$ cat config.mk
export PLATFORM = sky130hd
export DESIGN_NAME = scr1_mem_arb_flat
export DESIGN_NICKNAME = d
export VERILOG_FILES = /design/src/rtl/scr1_mem_arb_pkg.sv /design/src/rtl/scr1_mem_arb_if.sv /design/src/rtl/scr1_arb_id_fifo.sv /design/src/rtl/scr1_mem_arb.sv /design/src/flat_wrapper.sv
export SDC_FILE = /design/constraint.sdc
export NUM_CORES = 1
export LEC_CHECK = 0
export CORE_AREA = 2 2 121 123
export CTS_BUF_LIST = sky130_fd_sc_hd__clkbuf_4 sky130_fd_sc_hd__clkbuf_8
export CTS_CLUSTER_SIZE = 25
export DETAILED_ROUTE_END_ITERATION = 12
export DIE_AREA = 0 0 123 125
export HOLD_SLACK_MARGIN = 0.1
export PLACE_DENSITY = 0.49
export SLEW_MARGIN = 20
export SYNTH_ARGS = -nofsm -noshare
export SYNTH_HDL_FRONTEND = slang
export SYNTH_SLANG_ARGS = --single-unit
$ cat constraint.sdc
create_clock -name clk -period 2.2 [get_ports clk]
set_clock_uncertainty 0.1 [all_clocks]
set_input_delay 0.44 -clock clk [delete_from_list [all_inputs] [get_ports clk]]
set_output_delay 0.44 -clock clk [all_outputs]
set_load 0.03 [all_outputs]
$ cat src/rtl/scr1_mem_arb_pkg.sv
// Shared memory-interface types for the imem/dmem arbiter and its owner-ID FIFO.
package scr1_mem_arb_pkg;

  typedef enum logic {
    SCR1_MEM_CMD_RD = 1'b0,
    SCR1_MEM_CMD_WR = 1'b1
  } type_scr1_mem_cmd_e;

  typedef enum logic [1:0] {
    SCR1_MEM_WIDTH_BYTE  = 2'b00,
    SCR1_MEM_WIDTH_HWORD = 2'b01,
    SCR1_MEM_WIDTH_WORD  = 2'b10
  } type_scr1_mem_width_e;

  typedef enum logic [1:0] {
    SCR1_MEM_RESP_NOTRDY = 2'b00,
    SCR1_MEM_RESP_RDY_OK = 2'b01,
    SCR1_MEM_RESP_RDY_ER = 2'b10
  } type_scr1_mem_resp_e;

  typedef enum logic {
    SCR1_ARB_IMEM = 1'b0,
    SCR1_ARB_DMEM = 1'b1
  } type_scr1_arb_id_e;

endpackage

$ cat src/rtl/scr1_mem_arb_if.sv
// One pipelined memory port: request/accept handshake plus in-order response.
interface scr1_mem_arb_if;
  import scr1_mem_arb_pkg::*;

  logic                 req;
  logic                 req_ack;
  type_scr1_mem_cmd_e   cmd;
  type_scr1_mem_width_e width;
  logic [31:0]          addr;
  logic [31:0]          wdata;
  logic [31:0]          rdata;
  type_scr1_mem_resp_e  resp;

  modport master (output req, cmd, width, addr, wdata, input req_ack, rdata, resp);
  modport slave  (input req, cmd, width, addr, wdata, output req_ack, rdata, resp);
endinterface

$ cat src/rtl/scr1_arb_id_fifo.sv
// Small circular FIFO, one-cycle write-to-read; push is dropped when full unless
// a pop happens in the same cycle, pop is ignored when empty.
module scr1_arb_id_fifo #(
  parameter int DEPTH = 2,
  parameter int WIDTH = 1
) (
  input  logic                         clk,
  input  logic                         rst,
  input  logic                         push_i,
  input  logic [WIDTH-1:0]             data_i,
  input  logic                         pop_i,
  output logic [WIDTH-1:0]             head_o,
  output logic [$clog2(DEPTH+1)-1:0]   count_o,
  output logic                         full_o,
  output logic                         empty_o
);
  localparam int PTR_W = (DEPTH > 1) ? $clog2(DEPTH) : 1;
  localparam int CNT_W = $clog2(DEPTH + 1);

  logic [WIDTH-1:0] mem_q [DEPTH];
  logic [PTR_W-1:0] head_q, head_d, tail_q, tail_d;
  logic [CNT_W-1:0] count_q, count_d;
  logic             do_push, do_pop;

  function automatic logic [PTR_W-1:0] ptr_inc(input logic [PTR_W-1:0] p);
    return (p == PTR_W'(DEPTH - 1)) ? '0 : p + PTR_W'(1);
  endfunction

  assign full_o  = (count_q == CNT_W'(DEPTH));
  assign empty_o = (count_q == '0);
  assign head_o  = mem_q[head_q];
  assign count_o = count_q;

  always_comb begin
    do_pop  = pop_i & ~empty_o;
    do_push = push_i & (~full_o | do_pop);
    head_d  = do_pop  ? ptr_inc(head_q) : head_q;
    tail_d  = do_push ? ptr_inc(tail_q) : tail_q;
    count_d = count_q;
    case ({do_push, do_pop})
      2'b10:   count_d = count_q + CNT_W'(1);
      2'b01:   count_d = count_q - CNT_W'(1);
      default: count_d = count_q;
    endcase
  end

  always_ff @(posedge clk) begin
    if (rst) begin
      head_q  <= '0;
      tail_q  <= '0;
      count_q <= '0;
    end else begin
      head_q  <= head_d;
      tail_q  <= tail_d;
      count_q <= count_d;
    end
  end

  always_ff @(posedge clk) begin
    if (do_push) mem_q[tail_q] <= data_i;
  end
endmodule

$ cat src/rtl/scr1_mem_arb.sv
// Shares one pipelined memory port between imem and dmem; request path is zero-latency,
// grants are withheld while the owner-ID FIFO is full and no response frees a slot.
module scr1_mem_arb
  import scr1_mem_arb_pkg::*;
#(
  parameter int SCR1_ARB_OUTST     = 2,
  parameter bit SCR1_ARB_DMEM_PRIO = 1'b0
) (
  input  logic           clk,
  input  logic           rst,
  scr1_mem_arb_if.slave  imem_if,
  scr1_mem_arb_if.slave  dmem_if,
  scr1_mem_arb_if.master mem_if
);
  localparam int CNT_W = $clog2(SCR1_ARB_OUTST + 1);

  logic              fifo_full, fifo_empty;
  logic [0:0]        fifo_head;
  logic [CNT_W-1:0]  fifo_count;
  type_scr1_arb_id_e owner, rr_last_q, rr_last_d;
  logic              resp_pop, fifo_ok;
  logic              imem_cand, dmem_cand, imem_gnt, dmem_gnt, accept;

  assign owner    = type_scr1_arb_id_e'(fifo_head);
  assign resp_pop = ~rst & (mem_if.resp != SCR1_MEM_RESP_NOTRDY) & ~fifo_empty;
  assign fifo_ok  = ~rst & (~fifo_full | resp_pop);

  // Round-robin favours whoever was not granted last; fixed mode always favours dmem.
  assign imem_cand = imem_if.req & fifo_ok;
  assign dmem_cand = dmem_if.req & fifo_ok;
  assign dmem_gnt  = dmem_cand & (~imem_cand | SCR1_ARB_DMEM_PRIO | (rr_last_q == SCR1_ARB_IMEM));
  assign imem_gnt  = imem_cand & ~dmem_gnt;
  assign accept    = mem_if.req_ack & mem_if.req;

  assign mem_if.req   = imem_gnt | dmem_gnt;
  assign mem_if.cmd   = dmem_gnt ? dmem_if.cmd   : SCR1_MEM_CMD_RD;
  assign mem_if.width = dmem_gnt ? dmem_if.width : SCR1_MEM_WIDTH_WORD;
  assign mem_if.addr  = dmem_gnt ? dmem_if.addr  : imem_if.addr;
  assign mem_if.wdata = dmem_if.wdata;

  assign imem_if.req_ack = accept & imem_gnt;
  assign dmem_if.req_ack = accept & dmem_gnt;

  assign imem_if.resp  = (resp_pop && owner == SCR1_ARB_IMEM) ? mem_if.resp : SCR1_MEM_RESP_NOTRDY;
  assign dmem_if.resp  = (resp_pop && owner == SCR1_ARB_DMEM) ? mem_if.resp : SCR1_MEM_RESP_NOTRDY;
  assign imem_if.rdata = mem_if.rdata;
  assign dmem_if.rdata = mem_if.rdata;

  always_comb begin
    rr_last_d = rr_last_q;
    if (accept) rr_last_d = dmem_gnt ? SCR1_ARB_DMEM : SCR1_ARB_IMEM;
  end

  always_ff @(posedge clk) begin
    if (rst) rr_last_q <= SCR1_ARB_DMEM;
    else     rr_last_q <= rr_last_d;
  end

  scr1_arb_id_fifo #(
    .DEPTH (SCR1_ARB_OUTST),
    .WIDTH (1)
  ) u_id_fifo (
    .clk     (clk),
    .rst     (rst),
    .push_i  (accept),
    .data_i  (dmem_gnt),
    .pop_i   (resp_pop),
    .head_o  (fifo_head),
    .count_o (fifo_count),
    .full_o  (fifo_full),
    .empty_o (fifo_empty)
  );

`ifndef SYNTHESIS
  a_no_x: assert property (@(posedge clk) !$isunknown({imem_if.req, dmem_if.req, mem_if.resp}));
  a_one_ack: assert property (@(posedge clk) !(imem_if.req_ack && dmem_if.req_ack));
  a_cnt_max: assert property (@(posedge clk) fifo_count <= CNT_W'(SCR1_ARB_OUTST));
  a_imem_align: assert property (@(posedge clk) disable iff (rst)
    imem_if.req |-> (imem_if.addr[1:0] == 2'b00));
  a_resp_orphan: assert property (@(posedge clk) disable iff (rst)
    (mem_if.resp != SCR1_MEM_RESP_NOTRDY) |-> (fifo_count != '0));
`endif
endmodule

$ cat src/flat_wrapper.sv
// flat-port wrapper written by rule: the top's interface ports become plain ports
module scr1_mem_arb_flat import scr1_mem_arb_pkg::*;
#(
  parameter int SCR1_ARB_OUTST     = 2,
  parameter bit SCR1_ARB_DMEM_PRIO = 1'b0
)
  (clk, rst, imem_if_req, imem_if_cmd, imem_if_width, imem_if_addr, imem_if_wdata, imem_if_req_ack, imem_if_rdata, imem_if_resp, dmem_if_req, dmem_if_cmd, dmem_if_width, dmem_if_addr, dmem_if_wdata, dmem_if_req_ack, dmem_if_rdata, dmem_if_resp, mem_if_req, mem_if_cmd, mem_if_width, mem_if_addr, mem_if_wdata, mem_if_req_ack, mem_if_rdata, mem_if_resp);
  scr1_mem_arb_if imem_if_i ();
  scr1_mem_arb_if dmem_if_i ();
  scr1_mem_arb_if mem_if_i ();
  input  logic clk;
  input  logic rst;
  input wire logic [$bits(imem_if_i.req)-1:0] imem_if_req;
  input wire logic [$bits(imem_if_i.cmd)-1:0] imem_if_cmd;
  input wire logic [$bits(imem_if_i.width)-1:0] imem_if_width;
  input wire logic [$bits(imem_if_i.addr)-1:0] imem_if_addr;
  input wire logic [$bits(imem_if_i.wdata)-1:0] imem_if_wdata;
  output wire logic [$bits(imem_if_i.req_ack)-1:0] imem_if_req_ack;
  output wire logic [$bits(imem_if_i.rdata)-1:0] imem_if_rdata;
  output wire logic [$bits(imem_if_i.resp)-1:0] imem_if_resp;
  input wire logic [$bits(dmem_if_i.req)-1:0] dmem_if_req;
  input wire logic [$bits(dmem_if_i.cmd)-1:0] dmem_if_cmd;
  input wire logic [$bits(dmem_if_i.width)-1:0] dmem_if_width;
  input wire logic [$bits(dmem_if_i.addr)-1:0] dmem_if_addr;
  input wire logic [$bits(dmem_if_i.wdata)-1:0] dmem_if_wdata;
  output wire logic [$bits(dmem_if_i.req_ack)-1:0] dmem_if_req_ack;
  output wire logic [$bits(dmem_if_i.rdata)-1:0] dmem_if_rdata;
  output wire logic [$bits(dmem_if_i.resp)-1:0] dmem_if_resp;
  output wire logic [$bits(mem_if_i.req)-1:0] mem_if_req;
  output wire logic [$bits(mem_if_i.cmd)-1:0] mem_if_cmd;
  output wire logic [$bits(mem_if_i.width)-1:0] mem_if_width;
  output wire logic [$bits(mem_if_i.addr)-1:0] mem_if_addr;
  output wire logic [$bits(mem_if_i.wdata)-1:0] mem_if_wdata;
  input wire logic [$bits(mem_if_i.req_ack)-1:0] mem_if_req_ack;
  input wire logic [$bits(mem_if_i.rdata)-1:0] mem_if_rdata;
  input wire logic [$bits(mem_if_i.resp)-1:0] mem_if_resp;
  assign imem_if_i.req = imem_if_req;
  assign imem_if_i.cmd = imem_if_cmd;
  assign imem_if_i.width = imem_if_width;
  assign imem_if_i.addr = imem_if_addr;
  assign imem_if_i.wdata = imem_if_wdata;
  assign imem_if_req_ack = imem_if_i.req_ack;
  assign imem_if_rdata = imem_if_i.rdata;
  assign imem_if_resp = imem_if_i.resp;
  assign dmem_if_i.req = dmem_if_req;
  assign dmem_if_i.cmd = dmem_if_cmd;
  assign dmem_if_i.width = dmem_if_width;
  assign dmem_if_i.addr = dmem_if_addr;
  assign dmem_if_i.wdata = dmem_if_wdata;
  assign dmem_if_req_ack = dmem_if_i.req_ack;
  assign dmem_if_rdata = dmem_if_i.rdata;
  assign dmem_if_resp = dmem_if_i.resp;
  assign mem_if_req = mem_if_i.req;
  assign mem_if_cmd = mem_if_i.cmd;
  assign mem_if_width = mem_if_i.width;
  assign mem_if_addr = mem_if_i.addr;
  assign mem_if_wdata = mem_if_i.wdata;
  assign mem_if_i.req_ack = mem_if_req_ack;
  assign mem_if_i.rdata = mem_if_rdata;
  assign mem_if_i.resp = mem_if_resp;
  scr1_mem_arb #(.SCR1_ARB_OUTST(SCR1_ARB_OUTST), .SCR1_ARB_DMEM_PRIO(SCR1_ARB_DMEM_PRIO)) u_core (.clk(clk), .rst(rst), .imem_if(imem_if_i), .dmem_if(dmem_if_i), .mem_if(mem_if_i));
endmodule
==> Yosys cells after proc, flatten, opt, wreduce, memory -nomap -nowiden <==
Memory sizes are Yosys's and may differ from the RTL's. A register that Yosys moved wholly into a read port is not among the register bits.
Index checks and enable logic that the tools add are counted.
{ "word_totals": {"ramBits": 2, "memories": 1, "rom_bits": 0, "latchBits": 0, "reg_bits": 5, "input_bits": 173} }
{ "memory_table": {"columns": ["name", "words", "word_bits", "read_ports", "rd_clocked_by_memory_dff", "wr", "line", "source"], "rows": [
  ["u_core.u_id_fifo.mem_q", 2, 1, 1, 1, 1, "scr1_arb_id_fifo.sv:20", "logic [WIDTH-1:0] mem_q [DEPTH];"]
]} }
{ "op_classes": {"eq_ne": 3, "div_mod_pow": 0, "mul": 0, "addsub": 4, "n_lt_le_gt_ge": 0, "n_bitwise": 23, "n_reduce_logical": 5, "muxes": 13, "shift": 0} }
{ "ops": {"columns": ["cell", "count"], "rows": [
  ["$mux 32", 1],
  ["$and 1x1->1", 12],
  ["$mux 1", 8],
  ["$not 1->1", 7],
  ["$mux 2", 3],
  ["$eq 2x2->1 const B", 2],
  ["$or 1x1->1", 4],
  ["$pmux 2 s2", 1],
  ["$reduce_bool 2->1", 2],
  ["$add 1x1->1 const B", 2],
  ["$add 2x1->2 const B", 1],
  ["$eq 2x1->1 const B", 1],
  ["$logic_and 1x1->1", 2],
  ["$logic_not 2->1", 1],
  ["$sub 2x1->2 const B", 1]
]} }

==> Longest topological paths before layout <==
{ "logic_depth": {"ltp_word": 16, "mapped_depth": 6, "ltp_nobuf": 6} }

==> Hierarchy <==
A second synthesis with hierarchy kept.
{ "unflattened": {"cells_unflattened": 189, "hier_area_um2": 1625.3} }
{ "modules_own_cells": {"columns": ["mod", "cells_per_inst", "instances", "seq_area_each_um2", "area_each_um2"], "rows": [
  ["scr1_mem_arb", 156, 1, 20.0, 1307.5],
  ["scr1_arb_id_fifo", 33, 1, 160.2, 317.8]
]} }

==> Worst setup path before layout <==
No wires, ideal clock.
{ "synth_path": {"path_kind": "input to output", "from": "input port dmem_if_req", "to": "output port dmem_if_req_ack", "required_ns": 1.660, "slack_ns": -0.051, "path_stages": 2, "arrival_time_ns": 1.711, "path_buffers": 0, "path_cell_list": "a21bo_2 > nor4b_1"} }
{ "synth_via": {"elab_chain_len": 7} }
{ "synth_lines": {"columns": ["element", "line", "source"], "rows": [
  ["start, declared", "flat_wrapper.sv:21", "input wire logic [$bits(dmem_if_i.req)-1:0] dmem_if_req;"],
  ["$and 1x1->1 *", "scr1_mem_arb.sv:30", "assign dmem_cand = dmem_if.req & fifo_ok;"],
  ["$and 1x1->1 *", "scr1_mem_arb.sv:31", "assign dmem_gnt = dmem_cand & (~imem_cand | SCR1_ARB_DMEM_PRIO | (rr_last_q == SCR1_ARB_IMEM));"],
  ["$not 1->1", "scr1_mem_arb.sv:32", "assign imem_gnt = imem_cand & ~dmem_gnt;"],
  ["$and 1x1->1", "scr1_mem_arb.sv:32", null],
  ["$or 1x1->1", "scr1_mem_arb.sv:35", "assign mem_if.req = imem_gnt | dmem_gnt;"],
  ["$and 1x1->1", "scr1_mem_arb.sv:33", "assign accept = mem_if.req_ack & mem_if.req;"],
  ["$and 1x1->1 *", "scr1_mem_arb.sv:42", "assign dmem_if.req_ack = accept & dmem_gnt;"],
  ["end, declared", "flat_wrapper.sv:26", "output wire logic [$bits(dmem_if_i.req_ack)-1:0] dmem_if_req_ack;"]
]} }
Mark *: on every way between the ends. The rest lies on a longest branch, timed or not.

==> Worst setup path in the final report <==
{ "layout_path": {"from": "register u_core.u_id_fifo.count_q[0], in the netlist u_core.u_id_fifo.count_o[0]", "to": "output port mem_if_addr[19]"} }
{ "layout_via": {"elab_chain_len": 10, "word_cells_on_any_way": 13, "cone_classes": "1 x eq/ne; 1 x mux; 10 x bitwise; 1 x reduce/logical"} }
{ "layout_lines": {"columns": ["element", "line", "source"], "rows": [
  ["start, declared", "scr1_arb_id_fifo.sv:22", "logic [CNT_W-1:0] count_q, count_d;"],
  ["start signal, assigned", "scr1_arb_id_fifo.sv:55", "count_q <= count_d;"],
  ["$logic_not 2->1", "scr1_arb_id_fifo.sv:30", "assign empty_o = (count_q == '0);"],
  ["$not 1->1", "scr1_mem_arb.sv:25", "assign resp_pop = ~rst & (mem_if.resp != SCR1_MEM_RESP_NOTRDY) & ~fifo_empty;"],
  ["$and 1x1->1", "scr1_mem_arb.sv:25", null],
  ["$or 1x1->1 *", "scr1_mem_arb.sv:26", "assign fifo_ok = ~rst & (~fifo_full | resp_pop);"],
  ["$and 1x1->1 *", "scr1_mem_arb.sv:26", null],
  ["$and 1x1->1", "scr1_mem_arb.sv:29", "assign imem_cand = imem_if.req & fifo_ok;"],
  ["$not 1->1", "scr1_mem_arb.sv:31", null],
  ["$or 1x1->1", "scr1_mem_arb.sv:31", null],
  ["$and 1x1->1 *", "scr1_mem_arb.sv:31", null],
  ["$mux 32 *", "scr1_mem_arb.sv:38", "assign mem_if.addr = dmem_gnt ? dmem_if.addr : imem_if.addr;"],
  ["end, declared", "flat_wrapper.sv:32", "output wire logic [$bits(mem_if_i.addr)-1:0] mem_if_addr;"]
]} }
Marks and branches as above.

==> impl_metrics.tcl <==
set metrics [dict create \
    ir_worst_vdd_v 0.0001249 \
    place.detailed.hpwl_um 4249 \
    finish.instance_area_mm2 0.002811 \
    fin_ws_ns -0.2523 \
    first_iter_violations 12 \
    worst_pin_slew_ns 0.3029 \
    slowest_delay_ns 0.33 \
    place_congestion 0.6396 \
    num_io_pins 311 \
    drc 0 \
    whs_path_depth 1 \
    ys_ff_latch 8 \
    antenna_cells 0 \
    path_class "register to output port" \
    report.final.slew_viol_count 0 \
    fin_util_pct 19.79 \
    synth_area_mm2 0.001692 \
    yosysTopAreaCellShare_pct 42.60 \
    grt_max_degree 11 \
    critPathTopFamily "buffers and inverters" \
    post-route-period-util_pct 111.5 \
    grt_pass1_vias 1423 \
    port_buffers 115 \
    via_per_inst 3.168 \
    synthTopCellsByCount "buf_4, mux2_4, mux2_2" \
    slew_headroom_pct 79.89 \
    area_growth_pct 66.20 \
    cp_slowest_cell "dfxtp_2" \
    grt_usage_pct 6.679 \
    syn-num-nets 354 \
    cp.required_ns 1.66 \
    r2r_cells 6 \
    ys_seq_area_share_pct 10.65 \
    cpMostUsedCell "buf_12" \
    core_area_mm2 0.01420 \
    place_ws_ns -0.9771 \
    start_util_pct 11.91 \
    ys_types 30 \
    reg2reg_slack_ns 0.28 \
    wirelength_um 5447 \
    cts_sinks 8 \
    grt_antenna_before_repair 0 \
    power.total_uw 1021 \
    yosys.area.top_type "buf_4" \
    min-delay-start "u_core.u_id_fifo.head_q$_SDFFE_PP0P_" \
    wire_per_inst_um 13.25 \
    drive_gt1_share_pct 51.98 \
    hp-class "register to register" \
    nFillCells 1567 \
    numCtsBuffers 3 \
    synth_area_leaders "buf_4, mux2_4, dfxtp_1, mux2_2, edfxtp_1" \
    leakage_uw 0.001171 \
    setup_viol 35 \
    cts_max_level 1 \
    status "finished, violations left" \
    die_w_um 123 \
    crit_chain "nor4b_4 > buf_4 > nor3_4 > buf_12 > buf_12 > buf_16 > mux2_4 > buf_6" \
    vias 1302 \
    violations "setup timing" \
    cp_num_buf_inv 5 \
    grt_pass1_wl_um 7776 \
    max_freq_mhz 407.8 \
    end_kind "output port" \
    rsz0062_at_grt "true" \
    synth_cells 180 \
    dr.pass1.iters 4 \
    synth_flop_cell "dfxtp_1" \
    holdWs_ns 0.3795 \
    clkLatencyLatePin_ns 0.23 \
    hold_viol_final 0 \
    die_h_um 125 \
    clockRootBuffer "clkbuf_8" \
    overflow 0 \
    fp-row-count 44 \
    ys.warnings.count 0 \
    dieArea_mm2 0.01538 \
    cts_tree "done" \
    path_clk_slew_ns 0.05 \
    dpl-instance-area_mm2 0.002461 \
    nNetsFinal 402 \
    timing.rr.end "u_core.u_id_fifo.count_o[1]$_SDFFE_PP0P_" \
    maxCapViolCount 0 \
    start_kind "register" \
    synth_edf_count 2 \
    whs_endpoint "u_core.u_id_fifo.head_q$_SDFFE_PP0P_" \
    synth.avg_cell_area_um2 9.398 \
    cts_max_path_buffers 2 \
    arrival_ns 1.91 \
    power.density_mw_per_mm2 363.1 \
    period_needed_ns 2.452 \
    ys_async_sr_fraction_pct 0 \
    worst-path-max-fanout 7 \
    final_antenna_net_count 0 \
    r2r_start "u_core.u_id_fifo.count_o[1]$_SDFFE_PP0P_" \
    synth_most_common_cell "buf_4" \
]
[stage by stage]
stage	instances	TNS, ns
final	411	-7.316
after global routing	411	-10.07
after CTS	411	-8.680
after detailed placement	397	-32.49
after global placement	397	-31.32
after floorplan	180	0
[worst max-delay path by stage]
stage / start / endpoint / cells after the start
after floorplan: dmem_if_req / mem_if_addr[0] / 4
after global placement: dmem_if_req / mem_if_addr[13] / 6
after detailed placement: dmem_if_req / mem_if_addr[25] / 6
after CTS: u_core.u_id_fifo.count_o[0]$_SDFFE_PP0P_ / mem_if_addr[20] / 8
after global routing: u_core.u_id_fifo.count_o[0]$_SDFFE_PP0P_ / mem_if_addr[20] / 8
final: u_core.u_id_fifo.count_o[0]$_SDFFE_PP0P_ / mem_if_addr[19] / 8
[where the power goes]
part / switching, uW / internal, uW / total (uW)
Combinational: 250 / 382 / 632
Clock: 65.6 / 139 / 204
Sequential: 14.3 / 171 / 185
[worst reg2reg max path: cells and delay by family (launching register included)]
family / cells / cell delay, ns
AO/OA/AOI/OAI: 1 / 0.14
adder cells (fa/ha/maj): 1 / 0.31
buffers and inverters: 1 / 0.15
flip-flops: 1 / 0.31
AND/OR/NAND/NOR: 3 / 0.84
[cells in the final DEF (no fill, tap or decap), types with 2 or more instances in the layout]
cell type and instances:
mux2i_1 3, and3_1 4, and2_4 2, mux2_4 32, edfxtp_1 2, buf_8 2, clkdlybuf4s50_1 67, buf_6 36
buf_12 5, buf_4 22, nor2_1 6, clkdlybuf4s15_2 2, buf_16 4, dfxtp_1 5, dlygate4sd2_1 3, o21ai_0 3
clkbuf_8 3
[cells by family (layout without fill, tap and decap cells)]
kind of cell               Yosys count  count (layout)  synth area share, %
xor gates and xnor gates             2               2                1.036
muxes                               36              36                29.51
adders and majority gates            1               1               0.7395
buffers and inverters              101             148                45.04
AOI/OAI and AO/OA                    9               9                3.477
DFF                                  8               8                10.65
and+or+nand+nor                     23              23                9.541
[per-layer routing]
metal / part of all wire, % / track usage (%) / routed length, um
met5: 0 / 0 / 0
met2: 51 / 12.02 / 2787
met4: 3.4 / 3.075 / 184
met1: 33 / 6.543 / 1779
met3: 13 / 2.783 / 695
[what timing repair did]
item                                    4_1_cts  5_1_grt
resized for setup                           237        2
hold buffers                                  0        0
pin swaps                                     5        2
setup buffers                                 6        1
endpoints found under the setup margin       44       36
cloned                                        4        0
[final cells by class]
type	count	area (um^2)	share of cell area, %
clock buffer	4	48.80	1.736
multi-input combinational	71	802.0	28.53
tap	184	230.2	8.189
sequential	8	181.4	6.453
timing repair buffer	143	1545	54.96
inverter	1	3.754	0.1335
Note: power is estimated with default switching activity, not from simulation.
